[src/rtl/space_invaders_pkg.sv]
// Shared geometry, coordinate type and player state encoding for the invaders game.
// No logic here: constants and types only, so there is no latency and no backpressure.
package space_invaders_pkg;

  localparam int SCREEN_W = 640;
  localparam int PLAYER_W = 26;
  localparam int PLAYER_Y = 440;
  localparam int COORD_W  = 10;

  typedef logic [COORD_W-1:0] coord_t;
  typedef logic [1:0]         pstate_t;

  localparam pstate_t ST_ALIVE     = 2'd0;
  localparam pstate_t ST_DEAD      = 2'd1;
  localparam pstate_t ST_GAME_OVER = 2'd2;

  typedef struct packed {
    logic   active;
    coord_t x;
    coord_t y;
  } bullet_t;

  function automatic coord_t centre_x();
    return coord_t'((SCREEN_W - PLAYER_W) / 2);
  endfunction

endpackage

[src/rtl/player_control_if.sv]
// Bundles the button/hit inputs and the player state outputs of player_control.
// Pure wiring: no latency; strobes and levels only, so there is no backpressure.
interface player_control_if;
  import space_invaders_pkg::*;

  logic       tick;
  logic       left;
  logic       right;
  logic       shoot;
  logic       soft_rst;
  logic       bullet_hit;
  logic       player_hit;

  coord_t     player_x;
  logic       player_alive;
  logic       bullet_active;
  coord_t     bullet_x;
  coord_t     bullet_y;
  logic [2:0] lives;
  logic       game_over;

  modport master (
    output tick, left, right, shoot, soft_rst, bullet_hit, player_hit,
    input  player_x, player_alive, bullet_active, bullet_x, bullet_y, lives, game_over
  );

  modport slave (
    input  tick, left, right, shoot, soft_rst, bullet_hit, player_hit,
    output player_x, player_alive, bullet_active, bullet_x, bullet_y, lives, game_over
  );

endinterface

[src/rtl/player_bullet.sv]
// Single player bullet: launch from the cannon, rise per tick, clear on hit or off the top.
// One clock from strobe to state; no backpressure, requests not taken on a tick are lost upstream.
module player_bullet
  import space_invaders_pkg::*;
#(
  parameter int BULLET_H    = 8,
  parameter int BULLET_STEP = 4
) (
  input  logic    clk,
  input  logic    rst_n,
  input  logic    clr,
  input  logic    kill,
  input  logic    hit,
  input  logic    advance,
  input  logic    fire,
  input  coord_t  player_x,
  output bullet_t bullet
);

  localparam coord_t LAUNCH_DX = coord_t'(PLAYER_W / 2);
  localparam coord_t LAUNCH_Y  = coord_t'(PLAYER_Y - BULLET_H);
  localparam coord_t STEP      = coord_t'(BULLET_STEP);

  // A hit on an idle bullet must not swallow a launch in the same cycle.
  logic clear_now;
  assign clear_now = kill || (hit && bullet.active);

  always_ff @(posedge clk or negedge rst_n) begin
    if (!rst_n) begin
      bullet <= '0;
    end else if (clr) begin
      bullet <= '0;
    end else if (clear_now) begin
      bullet.active <= 1'b0;
    end else if (advance) begin
      if (!bullet.active) begin
        if (fire) begin
          bullet.active <= 1'b1;
          bullet.x      <= player_x + LAUNCH_DX;
          bullet.y      <= LAUNCH_Y;
        end
      end else if (bullet.y < STEP) begin
        bullet.active <= 1'b0;
      end else begin
        bullet.y <= bullet.y - STEP;
      end
    end
  end

endmodule

[src/rtl/player_control.sv]
// Cannon position, lives and respawn/game-over FSM; owns the player bullet sub-block.
// One clock from input to outputs; no backpressure, shoot requests expire at the next tick.
module player_control
  import space_invaders_pkg::*;
#(
  parameter int PLAYER_STEP   = 2,
  parameter int BULLET_H      = 8,
  parameter int BULLET_STEP   = 4,
  parameter int LIVES         = 3,
  parameter int RESPAWN_TICKS = 60
) (
  input logic             clk,
  input logic             rst_n,
  player_control_if.slave bus
);

  localparam coord_t     X_MAX        = coord_t'(SCREEN_W - PLAYER_W);
  localparam coord_t     X_HI         = coord_t'(SCREEN_W - PLAYER_W - PLAYER_STEP);
  localparam coord_t     STEP         = coord_t'(PLAYER_STEP);
  localparam logic [2:0] LIVES_INIT   = 3'(LIVES);
  localparam logic [7:0] RESPAWN_LOAD = 8'(RESPAWN_TICKS - 1);

  pstate_t    state;
  coord_t     player_x;
  coord_t     x_next;
  logic [2:0] lives;
  logic [7:0] timer;
  logic       shoot_d;
  logic       shoot_req;
  logic       alive;
  logic       hit_alive;
  bullet_t    bullet;

  assign alive     = (state == ST_ALIVE);
  assign hit_alive = alive && bus.player_hit;

  always_ff @(posedge clk or negedge rst_n) begin
    if (!rst_n) begin
      shoot_d   <= 1'b0;
      shoot_req <= 1'b0;
    end else begin
      shoot_d <= bus.shoot;
      if (bus.soft_rst || bus.tick) begin
        shoot_req <= 1'b0;
      end else if (bus.shoot && !shoot_d) begin
        shoot_req <= 1'b1;
      end
    end
  end

  // Clamp checks come before the arithmetic so the 10-bit position never wraps.
  always_comb begin
    x_next = player_x;
    if (bus.left && !bus.right) begin
      x_next = (player_x < STEP) ? '0 : player_x - STEP;
    end else if (bus.right && !bus.left) begin
      x_next = (player_x > X_HI) ? X_MAX : player_x + STEP;
    end
  end

  always_ff @(posedge clk or negedge rst_n) begin
    if (!rst_n) begin
      state    <= ST_ALIVE;
      player_x <= centre_x();
      lives    <= LIVES_INIT;
      timer    <= '0;
    end else if (bus.soft_rst) begin
      state    <= ST_ALIVE;
      player_x <= centre_x();
      lives    <= LIVES_INIT;
      timer    <= '0;
    end else begin
      case (state)
        ST_ALIVE: begin
          if (bus.player_hit) begin
            lives <= lives - 3'd1;
            timer <= RESPAWN_LOAD;
            state <= (lives == 3'd1) ? ST_GAME_OVER : ST_DEAD;
          end else if (bus.tick) begin
            player_x <= x_next;
          end
        end
        ST_DEAD: begin
          if (bus.tick) begin
            if (timer == 8'd0) begin
              state    <= ST_ALIVE;
              player_x <= centre_x();
            end else begin
              timer <= timer - 8'd1;
            end
          end
        end
        default: ;
      endcase
    end
  end

  player_bullet #(
    .BULLET_H    (BULLET_H),
    .BULLET_STEP (BULLET_STEP)
  ) u_bullet (
    .clk      (clk),
    .rst_n    (rst_n),
    .clr      (bus.soft_rst),
    .kill     (hit_alive),
    .hit      (bus.bullet_hit),
    .advance  (bus.tick && alive),
    .fire     (shoot_req),
    .player_x (player_x),
    .bullet   (bullet)
  );

  assign bus.player_x      = player_x;
  assign bus.player_alive  = alive;
  assign bus.bullet_active = bullet.active;
  assign bus.bullet_x      = bullet.x;
  assign bus.bullet_y      = bullet.y;
  assign bus.lives         = lives;
  assign bus.game_over     = (state == ST_GAME_OVER);

endmodule

[src/flat_wrapper.sv]
// flat-port wrapper written by rule: the top's interface ports become plain ports
module player_control_flat import space_invaders_pkg::*;
#(
  parameter int PLAYER_STEP   = 2,
  parameter int BULLET_H      = 8,
  parameter int BULLET_STEP   = 4,
  parameter int LIVES         = 3,
  parameter int RESPAWN_TICKS = 60
)
  (clk, rst_n, bus_tick, bus_left, bus_right, bus_shoot, bus_soft_rst, bus_bullet_hit, bus_player_hit, bus_player_x, bus_player_alive, bus_bullet_active, bus_bullet_x, bus_bullet_y, bus_lives, bus_game_over);
  player_control_if bus_i ();
  input logic clk;
  input logic rst_n;
  input wire logic [$bits(bus_i.tick)-1:0] bus_tick;
  input wire logic [$bits(bus_i.left)-1:0] bus_left;
  input wire logic [$bits(bus_i.right)-1:0] bus_right;
  input wire logic [$bits(bus_i.shoot)-1:0] bus_shoot;
  input wire logic [$bits(bus_i.soft_rst)-1:0] bus_soft_rst;
  input wire logic [$bits(bus_i.bullet_hit)-1:0] bus_bullet_hit;
  input wire logic [$bits(bus_i.player_hit)-1:0] bus_player_hit;
  output wire logic [$bits(bus_i.player_x)-1:0] bus_player_x;
  output wire logic [$bits(bus_i.player_alive)-1:0] bus_player_alive;
  output wire logic [$bits(bus_i.bullet_active)-1:0] bus_bullet_active;
  output wire logic [$bits(bus_i.bullet_x)-1:0] bus_bullet_x;
  output wire logic [$bits(bus_i.bullet_y)-1:0] bus_bullet_y;
  output wire logic [$bits(bus_i.lives)-1:0] bus_lives;
  output wire logic [$bits(bus_i.game_over)-1:0] bus_game_over;
  assign bus_i.tick = bus_tick;
  assign bus_i.left = bus_left;
  assign bus_i.right = bus_right;
  assign bus_i.shoot = bus_shoot;
  assign bus_i.soft_rst = bus_soft_rst;
  assign bus_i.bullet_hit = bus_bullet_hit;
  assign bus_i.player_hit = bus_player_hit;
  assign bus_player_x = bus_i.player_x;
  assign bus_player_alive = bus_i.player_alive;
  assign bus_bullet_active = bus_i.bullet_active;
  assign bus_bullet_x = bus_i.bullet_x;
  assign bus_bullet_y = bus_i.bullet_y;
  assign bus_lives = bus_i.lives;
  assign bus_game_over = bus_i.game_over;
  player_control #(.PLAYER_STEP(PLAYER_STEP), .BULLET_H(BULLET_H), .BULLET_STEP(BULLET_STEP), .LIVES(LIVES), .RESPAWN_TICKS(RESPAWN_TICKS)) u_core (.clk(clk), .rst_n(rst_n), .bus(bus_i));
endmodule
[config.mk]
export PLATFORM = sky130hd
export DESIGN_NAME = player_control_flat
export DESIGN_NICKNAME = d
export VERILOG_FILES = /design/src/rtl/space_invaders_pkg.sv /design/src/rtl/player_control_if.sv /design/src/rtl/player_bullet.sv /design/src/rtl/player_control.sv /design/src/flat_wrapper.sv
export SDC_FILE = /design/constraint.sdc
export NUM_CORES = 1
export LEC_CHECK = 0
export CORE_MARGIN = 3
export CORE_UTILIZATION = 35
export DETAILED_ROUTE_END_ITERATION = 10
export PLACE_DENSITY_LB_ADDON = 0.08
export REMOVE_ABC_BUFFERS = 1
export SLEW_MARGIN = 10
export SYNTH_ARGS = -nofsm -noshare
export SYNTH_HDL_FRONTEND = slang
export SYNTH_HIERARCHICAL = 1
export SYNTH_SLANG_ARGS = --single-unit
[constraint.sdc]
create_clock -name clk -period 2.4 [get_ports clk]
set_input_delay 0.48 -clock clk [delete_from_list [all_inputs] [get_ports clk]]
set_output_delay 0.48 -clock clk [all_outputs]
set_load 0.05 [all_outputs]
# Yosys cells after proc, flatten, opt, wreduce, memory -nomap -nowiden
# Cells that the tools add are included.
[totals]
reg_bits = 46
latch_bits = 0
mem_bits_rw = 0
mem_bits_ro = 0
inputBits = 9
out_inout_bits = 36
word_cells = 94
n_memories = 0
[op_classes]
add_sub_neg = 6
multipliers = 0
div_mod_pow = 0
n_lt_le_gt_ge = 3
eq_ne = 13
shift = 0
mux = 36
bitwise = 0
n_reduce_logical = 27
[op_table]
columns = ["cell", "count"]
rows = [
  ["10-bit 2-to-1 mux", 12],
  ["21-bit 2-to-1 mux", 3],
  ["8-bit 2-to-1 mux", 4],
  ["20-bit 2-to-1 mux", 1],
  ["10-bit one-hot mux with 2 select lines", 1],
  ["3-bit != test (second input constant)", 6],
  ["8-bit one-hot mux with 2 select lines", 1],
  ["4-bit AND reduction", 4],
  ["10-bit by 2-bit adder with 10-bit output (second input constant)", 1],
  ["10-bit by 4-bit adder with 10-bit output (second input constant)", 1],
  ["10-bit > comparator (second input constant)", 1],
  ["10-bit by 2-bit < comparator with 1-bit output (second input constant)", 1],
  ["10-bit by 3-bit < comparator with 1-bit output (second input constant)", 1],
  ["2-bit 2-to-1 mux", 5],
  ["2-bit nonzero test", 5],
  ["10-bit by 2-bit subtractor with 10-bit output (second input constant)", 1],
  ["10-bit by 3-bit subtractor with 10-bit output (second input constant)", 1],
  ["3-bit 2-to-1 mux", 3],
  ["3-bit nonzero test", 3],
  ["8-bit zero test", 1],
  ["8-bit by 1-bit subtractor with 8-bit output (second input constant)", 1],
  ["1-bit logical AND", 6],
  ["6-bit AND reduction", 1],
  ["1-bit 2-to-1 mux", 5],
  ["other kinds (12)", 16],
]

# Longest topological paths before layout
# Gate-level depths: netlist of the first run.
[logic_depth]
ltp_word = 8
mapped_depth = 10
mapped_depth_nobuf = 7

# Cells and area by module
# Netlist of the first run, hierarchy kept.
[modules_own_cells]
columns = ["module", "instances", "cells_per_inst", "area_each_um2", "seq_area_each_um2"]
rows = [
  ["player_control", 1, 214, 1811.7, 634.4],
  ["player_bullet", 1, 131, 1229.9, 475.5],
]

# Least setup slack after synthesis of the first run
# Ideal clock, no wire load.
[synth_path]
kind = "register -> register"
from = "register u_core.state[0]"
to = "register, netlist name u_core/u_bullet/bullet[17]"
setup_ns = 0.094
arrival_ns = 2.694
required_ns = 2.306
slack_ns = -0.388
path_stages_with_launch = 10
path_buffers = 3
synth_period_minus_slack_ns = 2.788
path_cell_list = "dfrtp_1 > clkbuf_1 > nor2_1 > and2_1 > nand2b_4 > nor3b_1 > clkbuf_1 > clkbuf_1 > nor2_1 > a211oi_1"
[synth_between]
elab_chain_cells = 5
elab_cells_between_ends = 7
classes_between = "eq/ne: 1; reduce/logical: 6"
[synth_rtl]
columns = ["item", "line_no", "rtl"]
rows = [
  ["from (decl)", "player_control.sv:23", "pstate_t state;"],
  ["from (signal assigned)", "player_control.sv:78", "state <= (lives == 3'd1) ? ST_GAME_OVER : ST_DEAD;"],
  ["2-bit zero test *", "player_control.sv:34", "assign alive = (state == ST_ALIVE);"],
  ["via bus_player_alive", "flat_wrapper.sv:22", "output wire logic [$bits(bus_i.player_alive)-1:0] bus_player_alive;"],
  ["1-bit logical AND", "player_control.sv:35", "assign hit_alive = alive && bus.player_hit;"],
  ["1-bit logical OR", "player_bullet.sv:26", "assign clear_now = kill || (hit && bullet.active);"],
  ["2-bit != test (no line)", "n/a", ""],
  ["4-bit AND reduction (no line) *", "n/a", ""],
]
# Mark *: on every way through the listed nets, which the timed path passes. The rest lies on a longest branch.
# A chain may end at the register's enable or synchronous reset.

# Worst setup path after layout of the first run
[layout_path]
from = "register u_core.player_x[8], in the netlist u_core/bus.player_x[8]"
to = "output bus_player_x[8]"
[layout_lines]
columns = ["item", "line_no", "rtl"]
rows = [
  ["from (decl)", "player_control.sv:24", "coord_t player_x;"],
  ["from (signal assigned)", "player_control.sv:64", "player_x <= centre_x();"],
  ["from (signal assigned)", "player_control.sv:69", "player_x <= centre_x();"],
  ["from (signal assigned)", "player_control.sv:80", "player_x <= x_next;"],
  ["to (decl)", "flat_wrapper.sv:21", "output wire logic [$bits(bus_i.player_x)-1:0] bus_player_x;"],
]
# No word-level cell between the ends.

==> results.json, run 1 <==
{
  "drt-initial-drc-count": 87,
  "numCtsBuffers": 5,
  "postRouteAntennaNets": 0,
  "h-tree-depth": 2,
  "reg2reg_depth": 7,
  "design.die.area_um2": 9840,
  "syn_inst": 345,
  "synth.distinct_cells": 71,
  "synthesis.area_um2": 3040,
  "worst_pin_slew_ns": 0.519,
  "fin_crit_sh_pct": 96.9,
  "fin_crit_ns": 2.33,
  "cpPeakStageDelay_ns": 0.85,
  "holdBufCountCts": 0,
  "cts-root-buf": "clkbuf_8",
  "crit_path_start_kind": "flip-flop",
  "crit_required_ns": 1.92,
  "crit_path_top_delay_cell": "clkdlybuf4s50_1",
  "cp_cell_sequence": "clkdlybuf4s50_1",
  "grt_overflow_total": 0,
  "power_density_nw_per_um2": 510,
  "viasPerCell": 5.49,
  "chipWidth_um": 99.2,
  "worstSetupPathType": "reg -> out",
  "drt_pass1_iterations": 5,
  "r2r_start": "u_core/timer[1]$_DFFE_PN0P_",
  "ir_worst_vdd_mv": 0.231,
  "finClkSkew_ns": 0.00762,
  "finalMaxSlewViolations": 0,
  "initial_core_util_pct": 36.5,
  "rows": 33,
  "final.setup.tns_ns": 0,
  "slew_headroom_pct": 65.4,
  "grt_pass1_vias": 2685,
  "yosys_warnings": 6,
  "post_synth.cell_area_avg_um2": 8.82,
  "cp_num_buf_inv": 1,
  "ys_async_sr_fraction_pct": 100,
  "min_path_type": "in -> async",
  "design.core.area_um2": 8340,
  "r2r_end": "u_core/timer[0]$_DFFE_PN0P_",
  "cts_sinks": 44,
  "cts_buffer_depth": 2,
  "grt_max_degree": 38,
  "postCtsResizedCells": 0,
  "setup_viol_count_final": 0,
  "synth_edf_count": 0,
  "crit_fanout": 13,
  "r2r_slack_ns": 0.16,
  "synth_flop_cell": "dfrtp_1",
  "end_kind": "output port",
  "finalHoldViolCount": 0,
  "cts_tree": "yes",
  "ys_seq_elements": 44,
  "syn2layout_area_growth_pct": 23.9,
  "clkTransAtPathRegs_ns": 0.09,
  "p_total_uw": 1920,
  "fin_nets": 414,
  "grt_pass1_wl_mm": 13.9,
  "worstSkewPairLatency_ns": 0.30,
  "portBuffers": 42,
  "num_vias": 2755,
  "route.detailed.drc": 0,
  "post-cts-setup-buffers": 0,
  "gp_congestion": 0.923,
  "drv_cap": 0,
  "ys_seq_area_share_pct": 36.5,
  "cp_top_family": "buffers and inverters",
  "critPathArrivalTime_ns": 1.85,
  "drt-total-wl_mm": 8.14,
  "status": "complete, no violations",
  "hpwl_mm": 5.82,
  "clock.fmax_mhz": 430,
  "antenna_cells": 0,
  "wire_per_inst_um": 16.2,
  "leakage_uw": 0.00157,
  "antenna_found_initial": 0,
  "ioPinCount": 45,
  "grt.total_usage_pct": 17.1,
  "layout-drive-gt1-share_pct": 15.4,
  "die_height_um": 99.2,
  "rsz0062_at_grt": "no"
}
## cells by family (layout without fill, tap and decap cells)
kind of cell	Yosys count	in the layout	share of synthesized area [%]
adders and majority gates	9	9	3.70
xor gates and xnor gates	12	12	3.46
buffers and inverters	40	91	6.33
AOI/OAI and AO/OA	85	85	20.0
and+or+nand+nor	146	146	27.2
muxes	8	8	2.63
other	1	2	0.123
DFF	44	44	36.5
## synth_stat cells (3+ instances only)
cell / n / area share, %
a211oi_1: 6 / 1.5
a21oi_1: 22 / 3.6
and2_1: 3 / 0.62
and3_1: 4 / 0.82
clkbuf_1: 13 / 1.6
dfrtp_1: 37 / 30
dfstp_2: 7 / 6.0
ha_1: 9 / 3.7
inv_1: 20 / 2.5
mux2i_1: 8 / 2.6
nand2_1: 21 / 2.6
nand2b_1: 4 / 0.82
nand3_1: 16 / 2.6
nand4_1: 5 / 1.0
nor2_1: 35 / 4.3
nor2b_1: 6 / 1.2
nor3_1: 16 / 2.6
nor3b_1: 7 / 1.7
nor4_1: 6 / 1.2
o21ai_0: 16 / 2.6
o21ai_1: 4 / 0.66
o31ai_1: 3 / 0.74
or4_1: 4 / 0.99
xnor2_1: 5 / 1.4
xor2_1: 7 / 2.0
## stage by stage
stage          hold slack [ns]  worst slack [ns]  cell area [um2]  instances  utilization, %
6_report                 0.138            0.0750             3770        502            45.2
5_1_grt                  0.164            0.0114             3770        502            45.2
4_1_cts                  0.143            0.0738             3770        502            45.2
3_5_place_dp             0.476            0.0535             3640        494            43.7
3_3_place_gp             0.479            0.0489             3640        494            43.7
2_1_floorplan            0.184            -0.823             2930        326               -
## where the power goes
group | leakage (uW) | internal (uW) | total, uW | switching [uW]
combinational | 0.000935 | 174 | 446 | 271
clock | 0.0000645 | 368 | 641 | 273
sequential | 0.000575 | 782 | 835 | 53.6
total | 0.00157 | 1320 | 1920 | 598
## state kept, by name, summed over array words and instances (netlist names)
signal,count
u_core/bus.lives,3
u_core/bus.player_x,10
u_core/shoot_d,1
u_core/shoot_req,1
u_core/state,2
u_core/timer,8
u_core/u_bullet/bullet,19
## cells in the final DEF (no fill, tap or decap), types with 3 or more instances in the layout
cell	netlist	final
o21ai_0	16	16
nor3b_1	7	6
a21oi_1	22	22
nor3_1	16	16
and3_1	4	4
dfrtp_1	37	37
clkbuf_8	2	7
or4_1	4	4
ha_1	9	9
nor2b_1	6	6
clkdlybuf4s50_1	0	38
o21ai_1	4	4
xor2_1	7	7
nand2b_1	4	4
buf_4	2	23
dfstp_2	7	7
o31ai_1	3	3
nor4_1	6	6
nand2_1	21	21
xnor2_1	5	5
mux2i_1	8	8
a211oi_1	6	6
nor2_1	35	35
nand4_1	5	5
and2_1	3	3
inv_1	20	19
nand3_1	16	16
## how the worst max path moves through the flow
stage / startpoint / endpoint / slack [ns] / depth (start not counted)
finish: u_core/bus.player_x[8]$_DFFE_PN1P_ / bus_player_x[8] / 0.07 / 1
global route: u_core/bus.player_x[2]$_DFFE_PN0P_ / bus_player_x[2] / 0.01 / 1
CTS: u_core/bus.player_x[8]$_DFFE_PN1P_ / bus_player_x[8] / 0.07 / 1
detailed placement: bus_right / u_core/bus.player_x[7]$_DFFE_PN0P_ / 0.05 / 9
global placement: bus_right / u_core/bus.player_x[7]$_DFFE_PN0P_ / 0.05 / 9
floorplan: u_core/state[0]$_DFFE_PN0P_ / u_core/u_bullet/bullet[10]$_DFFE_PN0P_ / -0.82 / 6
## cell type report
cell class	count	area (um2)
clock buffers	7	96.3
clock inverters	1	30.0
fillers	822	4570
inverters	20	75.1
multi-input cells	262	1750
flip-flops and latches	44	1110
well taps	105	131
repair buffers	63	578
## layer usage
layer	vias to the layer above	global-route usage, %	part of all wire (%)
met1	1304	25.1	50
met4	0	4.94	1.6
met3	16	2.73	4.0
met2	74	25.8	45
met5	-	0	0
li1	1361	-	-
Power figures use the tool's default switching activity.
==> run 2: changes to the inputs <==
CORE_MARGIN = 5   (was 3)
GPL_ROUTABILITY_DRIVEN = 0   (was not set)
==> results.json, run 2 (synthesis results as in run 1) <==
{
  "crit_end": "bus_player_x[8]",
  "die_height_um": 103,
  "critPathArrivalTime_ns": 1.84,
  "final_common_cell": "dfrtp_1",
  "layout-drive-gt1-share_pct": 14.9,
  "leakage_uw": 0.00159,
  "dpl_cell_area_um2": 3660,
  "r2r_slack_ns": 0.15,
  "status": "complete, no violations",
  "worstSkewPairLatency_ns": 0.29,
  "final_cell_mix": "dfrtp_1, clkdlybuf4s50_1, nor2_1",
  "postRouteAntennaNets": 0,
  "final.setup.tns_ns": 0,
  "grt.total_usage_pct": 15.9,
  "reg.largest.list": "u_core/u_bullet/bullet (19), u_core/bus.player_x (10), u_core/timer (8)",
  "syn2layout_area_growth_pct": 24.1,
  "p_comb_share_pct": 24.5,
  "swShare_pct": 31.5,
  "dp_worst_setup_slack_ns": 0.0285,
  "setup_viol_count_final": 0,
  "grt_max_degree": 38,
  "slew_headroom_pct": 65.1,
  "cts_sinks": 44,
  "total_switching_power_uw": 585,
  "num_vias": 2765,
  "finClkSkew_ns": 0.00732,
  "ir_worst_vdd_mv": 0.317,
  "cts-root-buf": "clkbuf_8",
  "regMostFlops": "u_core/u_bullet/bullet",
  "internal_power_uw": 1270,
  "min_path_type": "in -> async",
  "reg2reg_depth": 7,
  "post-cts-setup-buffers": 0,
  "hpwl_mm": 5.88,
  "design_area_um2": 3770,
  "seq_area_um2": 1110,
  "cts_buffer_depth": 2,
  "worst_pin_slew_ns": 0.521,
  "antenna_found_initial": 0,
  "cpPeakStageDelay_ns": 0.86,
  "route.detailed.drc": 0,
  "r2r_start": "u_core/timer[0]$_DFFE_PN0P_",
  "design.core.area_um2": 8590,
  "crit_fanout": 13,
  "rows": 34,
  "wire_per_inst_um": 16.2,
  "multi_input_area_um2": 1750,
  "largest_reg_flops": 19,
  "initial_core_util_pct": 35.4,
  "crit_path_top_delay_cell": "clkdlybuf4s50_1",
  "antenna_cells": 0,
  "seqPwrFrac_pct": 44.9,
  "cp_top_family": "buffers and inverters",
  "cp_num_buf_inv": 1,
  "end_kind": "output port",
  "drt-initial-drc-count": 229,
  "chipWidth_um": 103,
  "drt_pass1_iterations": 5,
  "portBuffers": 42,
  "clkTransAtPathRegs_ns": 0.08,
  "fin_crit_sh_pct": 96.7,
  "drv_cap": 0,
  "clkPwrFrac_pct": 30.6,
  "drt-total-wl_mm": 8.16,
  "setup_ws_ns": 0.0801,
  "h-tree-depth": 2,
  "p_total_uw": 1860,
  "viasPerCell": 5.49,
  "finalHoldViolCount": 0,
  "grt_pass1_wl_mm": 13.6,
  "power_density_nw_per_um2": 492,
  "r2r_end": "u_core/timer[5]$_DFFE_PN0P_",
  "rsz0062_at_grt": "no",
  "fin_crit_ns": 2.32,
  "crit_cells": 1,
  "design.die.area_um2": 10700,
  "finalMaxSlewViolations": 0,
  "grt_pass1_vias": 2650,
  "worstSetupPathType": "reg -> out",
  "clock.fmax_mhz": 431,
  "cts_tree": "yes",
  "final.fill_count": 862,
  "fin_nets": 413,
  "crit_required_ns": 1.92,
  "crit_path_start_kind": "flip-flop",
  "ioPinCount": 45,
  "startpoint": "u_core/bus.player_x[8]$_DFFE_PN1P_",
  "cp_cell_sequence": "clkdlybuf4s50_1",
  "numCtsBuffers": 5,
  "grt_overflow_total": 0
}
[run 2: layout make-up]
cell class                      count  share of cell area [%]
Timing Repair Buffer               62                    15.8
Sequential cell                    44                    29.4
Tap cell                          108                    3.58
Multi-Input combinational cell    262                    46.3
Inverter                           20                    1.99
Clock buffer                        6                    1.92
Clock inverter                      2                   0.928
[run 2: power groups by stage]
| stage | combinational, uW | clock [uW] | sequential [uW] |
|---|---|---|---|
| 2_1_floorplan | 248 | 0 | 881 |
| 3_5_place_dp | 456 | 0 | 849 |
| 3_3_place_gp | 456 | 0 | 848 |
| 6_report | 455 | 568 | 834 |
| 5_1_grt | 503 | 628 | 843 |
| 4_1_cts | 459 | 599 | 835 |
[run 2: through the flow]
step                      hold slack (ns)  utilization, %  instances
after global routing                0.173            43.9        504
final                               0.151            43.9        504
after detailed placement            0.489            42.6        496
after floorplan                     0.184               -        326
after CTS                           0.164            43.9        504
after global placement              0.493            42.6        496
[run 2: how the worst min path moves through the flow]
stage               start                                endpoint  slack, ns  cells after the start
floorplan           rst_n         u_core/bus.lives[2]$_DFFE_PN0P_       0.18                      0
global placement    rst_n  u_core/u_bullet/bullet[18]$_DFFE_PN0P_       0.49                      1
detailed placement  rst_n  u_core/u_bullet/bullet[17]$_DFFE_PN0P_       0.49                      1
CTS                 rst_n  u_core/u_bullet/bullet[17]$_DFFE_PN0P_       0.16                      1
global route        rst_n  u_core/u_bullet/bullet[18]$_DFFE_PN0P_       0.17                      1
finish              rst_n  u_core/u_bullet/bullet[17]$_DFFE_PN0P_       0.15                      1
[run 2: what timing repair did]
action                                  in CTS  in global routing
hold buffers                                 0                  0
hold endpoints to repair                     0                  0
gates resized for setup                      0                  2
endpoints found under the setup margin       0                  2
[run 2: routing by layer]
layer | GRT usage, % | vias up | wire length [um]
li1 | - | 1356 | -
met1 | 22.5 | 1323 | 3820
met2 | 25.3 | 79 | 3870
met3 | 2.21 | 7 | 373
met4 | 4.98 | 0 | 93
met5 | 0 | - | 0
==> run 3: changes to the inputs <==
CORE_MARGIN = 2   (was 5)
clock period = 2.24 ns   (was 2.4 ns; I/O delays follow)
==> results.json, run 3 (synthesis results as in run 1) <==
{
  "drt-total-wl_mm": 8.22,
  "crit_path_start_kind": "flip-flop",
  "portBuffers": 42,
  "critPathArrivalTime_ns": 2.36,
  "power_density_nw_per_um2": 533,
  "cts_buffer_depth": 2,
  "regMostFlops": "u_core/u_bullet/bullet",
  "numCtsBuffers": 5,
  "postRouteAntennaNets": 0,
  "status": "complete, no violations",
  "grt_pass1_wl_mm": 13.4,
  "leakage_uw": 0.00169,
  "finalHoldViolCount": 0,
  "worst_pin_slew_ns": 0.507,
  "setup_viol_count_final": 0,
  "final_common_cell": "buf_4",
  "syn2layout_area_growth_pct": 28.5,
  "cts_tree": "yes",
  "finalMaxSlewViolations": 0,
  "finClkSkew_ns": 0.00832,
  "wire_per_inst_um": 15.7,
  "rows": 34,
  "antenna_cells": 0,
  "min_path_type": "in -> async",
  "multi_input_area_um2": 1760,
  "dp_worst_setup_slack_ns": -0.0861,
  "crit_required_ns": 2.43,
  "largest_reg_flops": 19,
  "viasPerCell": 5.38,
  "drt-initial-drc-count": 176,
  "die_height_um": 97.2,
  "hpwl_mm": 5.93,
  "clock.fmax_mhz": 460,
  "fin_crit_sh_pct": 97.0,
  "initial_core_util_pct": 35.4,
  "design.core.area_um2": 8590,
  "ioPinCount": 45,
  "final_cell_mix": "buf_4, dfrtp_1, nor2_1",
  "final.fill_count": 858,
  "chipWidth_um": 97.2,
  "slew_headroom_pct": 66.0,
  "drt_pass1_iterations": 5,
  "final.setup.tns_ns": 0,
  "worstSkewPairLatency_ns": 0.30,
  "antenna_found_initial": 0,
  "reg.largest.list": "u_core/u_bullet/bullet (19), u_core/bus.player_x (10), u_core/timer (8)",
  "fin_nets": 434,
  "grt.total_usage_pct": 17.1,
  "crit_fanout": 5,
  "end_kind": "flip-flop",
  "layout-drive-gt1-share_pct": 21.6,
  "setup_ws_ns": 0.0675,
  "rsz0062_at_grt": "yes",
  "grt_overflow_total": 0,
  "route.detailed.drc": 0,
  "grt_max_degree": 38,
  "h-tree-depth": 2,
  "fin_crit_ns": 2.17,
  "design.die.area_um2": 9450,
  "num_vias": 2825,
  "ir_worst_vdd_mv": 0.267,
  "p_total_uw": 2080,
  "clkTransAtPathRegs_ns": 0.09,
  "grt_pass1_vias": 2653,
  "seq_area_um2": 1110,
  "cts-root-buf": "clkbuf_8",
  "drv_cap": 0,
  "worstSetupPathType": "reg -> reg",
  "cts_sinks": 44
}
## run 3: changes by cell type in the layout (fill, tap and decap cells not counted), sizes merged
cell,change
clkinv,-1
dlymetal6s2s,-1
clkdlybuf4s50,-6
o31a,+1
clkbuf,+1
buf,+27
## run 3: critical path, cell delays in order, from the launching register on
cell,delay (ns)
dfrtp_1,0.41
inv_2,0.07
ha_1,0.13
or4b_4,0.47
or4_4,0.47
o31a_4,0.32
o21ai_0,0.10
a21oi_1,0.10
## run 3: metrics by stage
stage                     instances  hold WS [ns]  util (%)  cell area, um2
after floorplan                 326         0.152         -            2930
after global placement          515         0.370      43.8            3760
after detailed placement        515         0.375      43.8            3760
after CTS                       523        0.0429      45.2            3890
after global routing            525        0.0452      45.5            3910
final                           525        0.0341      45.5            3910
## run 3: where the power goes
group | switching, uW | internal, uW
combinational | 305 | 213
clock | 283 | 394
sequential | 51.9 | 837
## run 3: routing by layer
layer	track usage [%]	wire length, um	vias to the layer above	part of all wire [%]
li1	-	-	1401	-
met2	27.4	3800	84	46
met1	24.1	3940	1332	48
met3	2.95	391	8	4.8
met5	0	0	-	0
met4	4.59	89	0	1.1
## run 3: cell type report
type                    count  share of cell area, %
inverters                  20                   1.92
well taps                 108                   3.46
clock buffers               7                   2.47
clock inverters             1                  0.768
multi-input cells         263                   45.0
repair buffers             82                   18.0
flip-flops and latches     44                   28.4
## run 3: path summary, 6_finish.rpt
| check | slack (ns) | depth (start not counted) | endpoint | start |
|---|---|---|---|---|
| setup / recovery | 0.07 | 7 | u_core/timer[3]$_DFFE_PN0P_ | u_core/timer[0]$_DFFE_PN0P_ |
| setup reg to reg | 0.07 | 7 | u_core/timer[3]$_DFFE_PN0P_ | u_core/timer[0]$_DFFE_PN0P_ |
| max in group asynchronous | 1.56 | 2 | u_core/bus.player_x[1]$_DFFE_PN1P_ | rst_n |
| hold reg to reg | 0.52 | 2 | u_core/u_bullet/bullet[10]$_DFFE_PN0P_ | u_core/u_bullet/bullet[10]$_DFFE_PN0P_ |
| hold / removal | 0.03 | 1 | u_core/u_bullet/bullet[8]$_DFFE_PN0P_ | rst_n |
| min in group clk | 0.52 | 2 | u_core/u_bullet/bullet[10]$_DFFE_PN0P_ | u_core/u_bullet/bullet[10]$_DFFE_PN0P_ |
## run 3: repair_timing
item,4_1_cts,5_1_grt
hold buffers,0,0
setup endpoints to repair,0,10
setup buffers,0,1
gates resized for setup,0,3
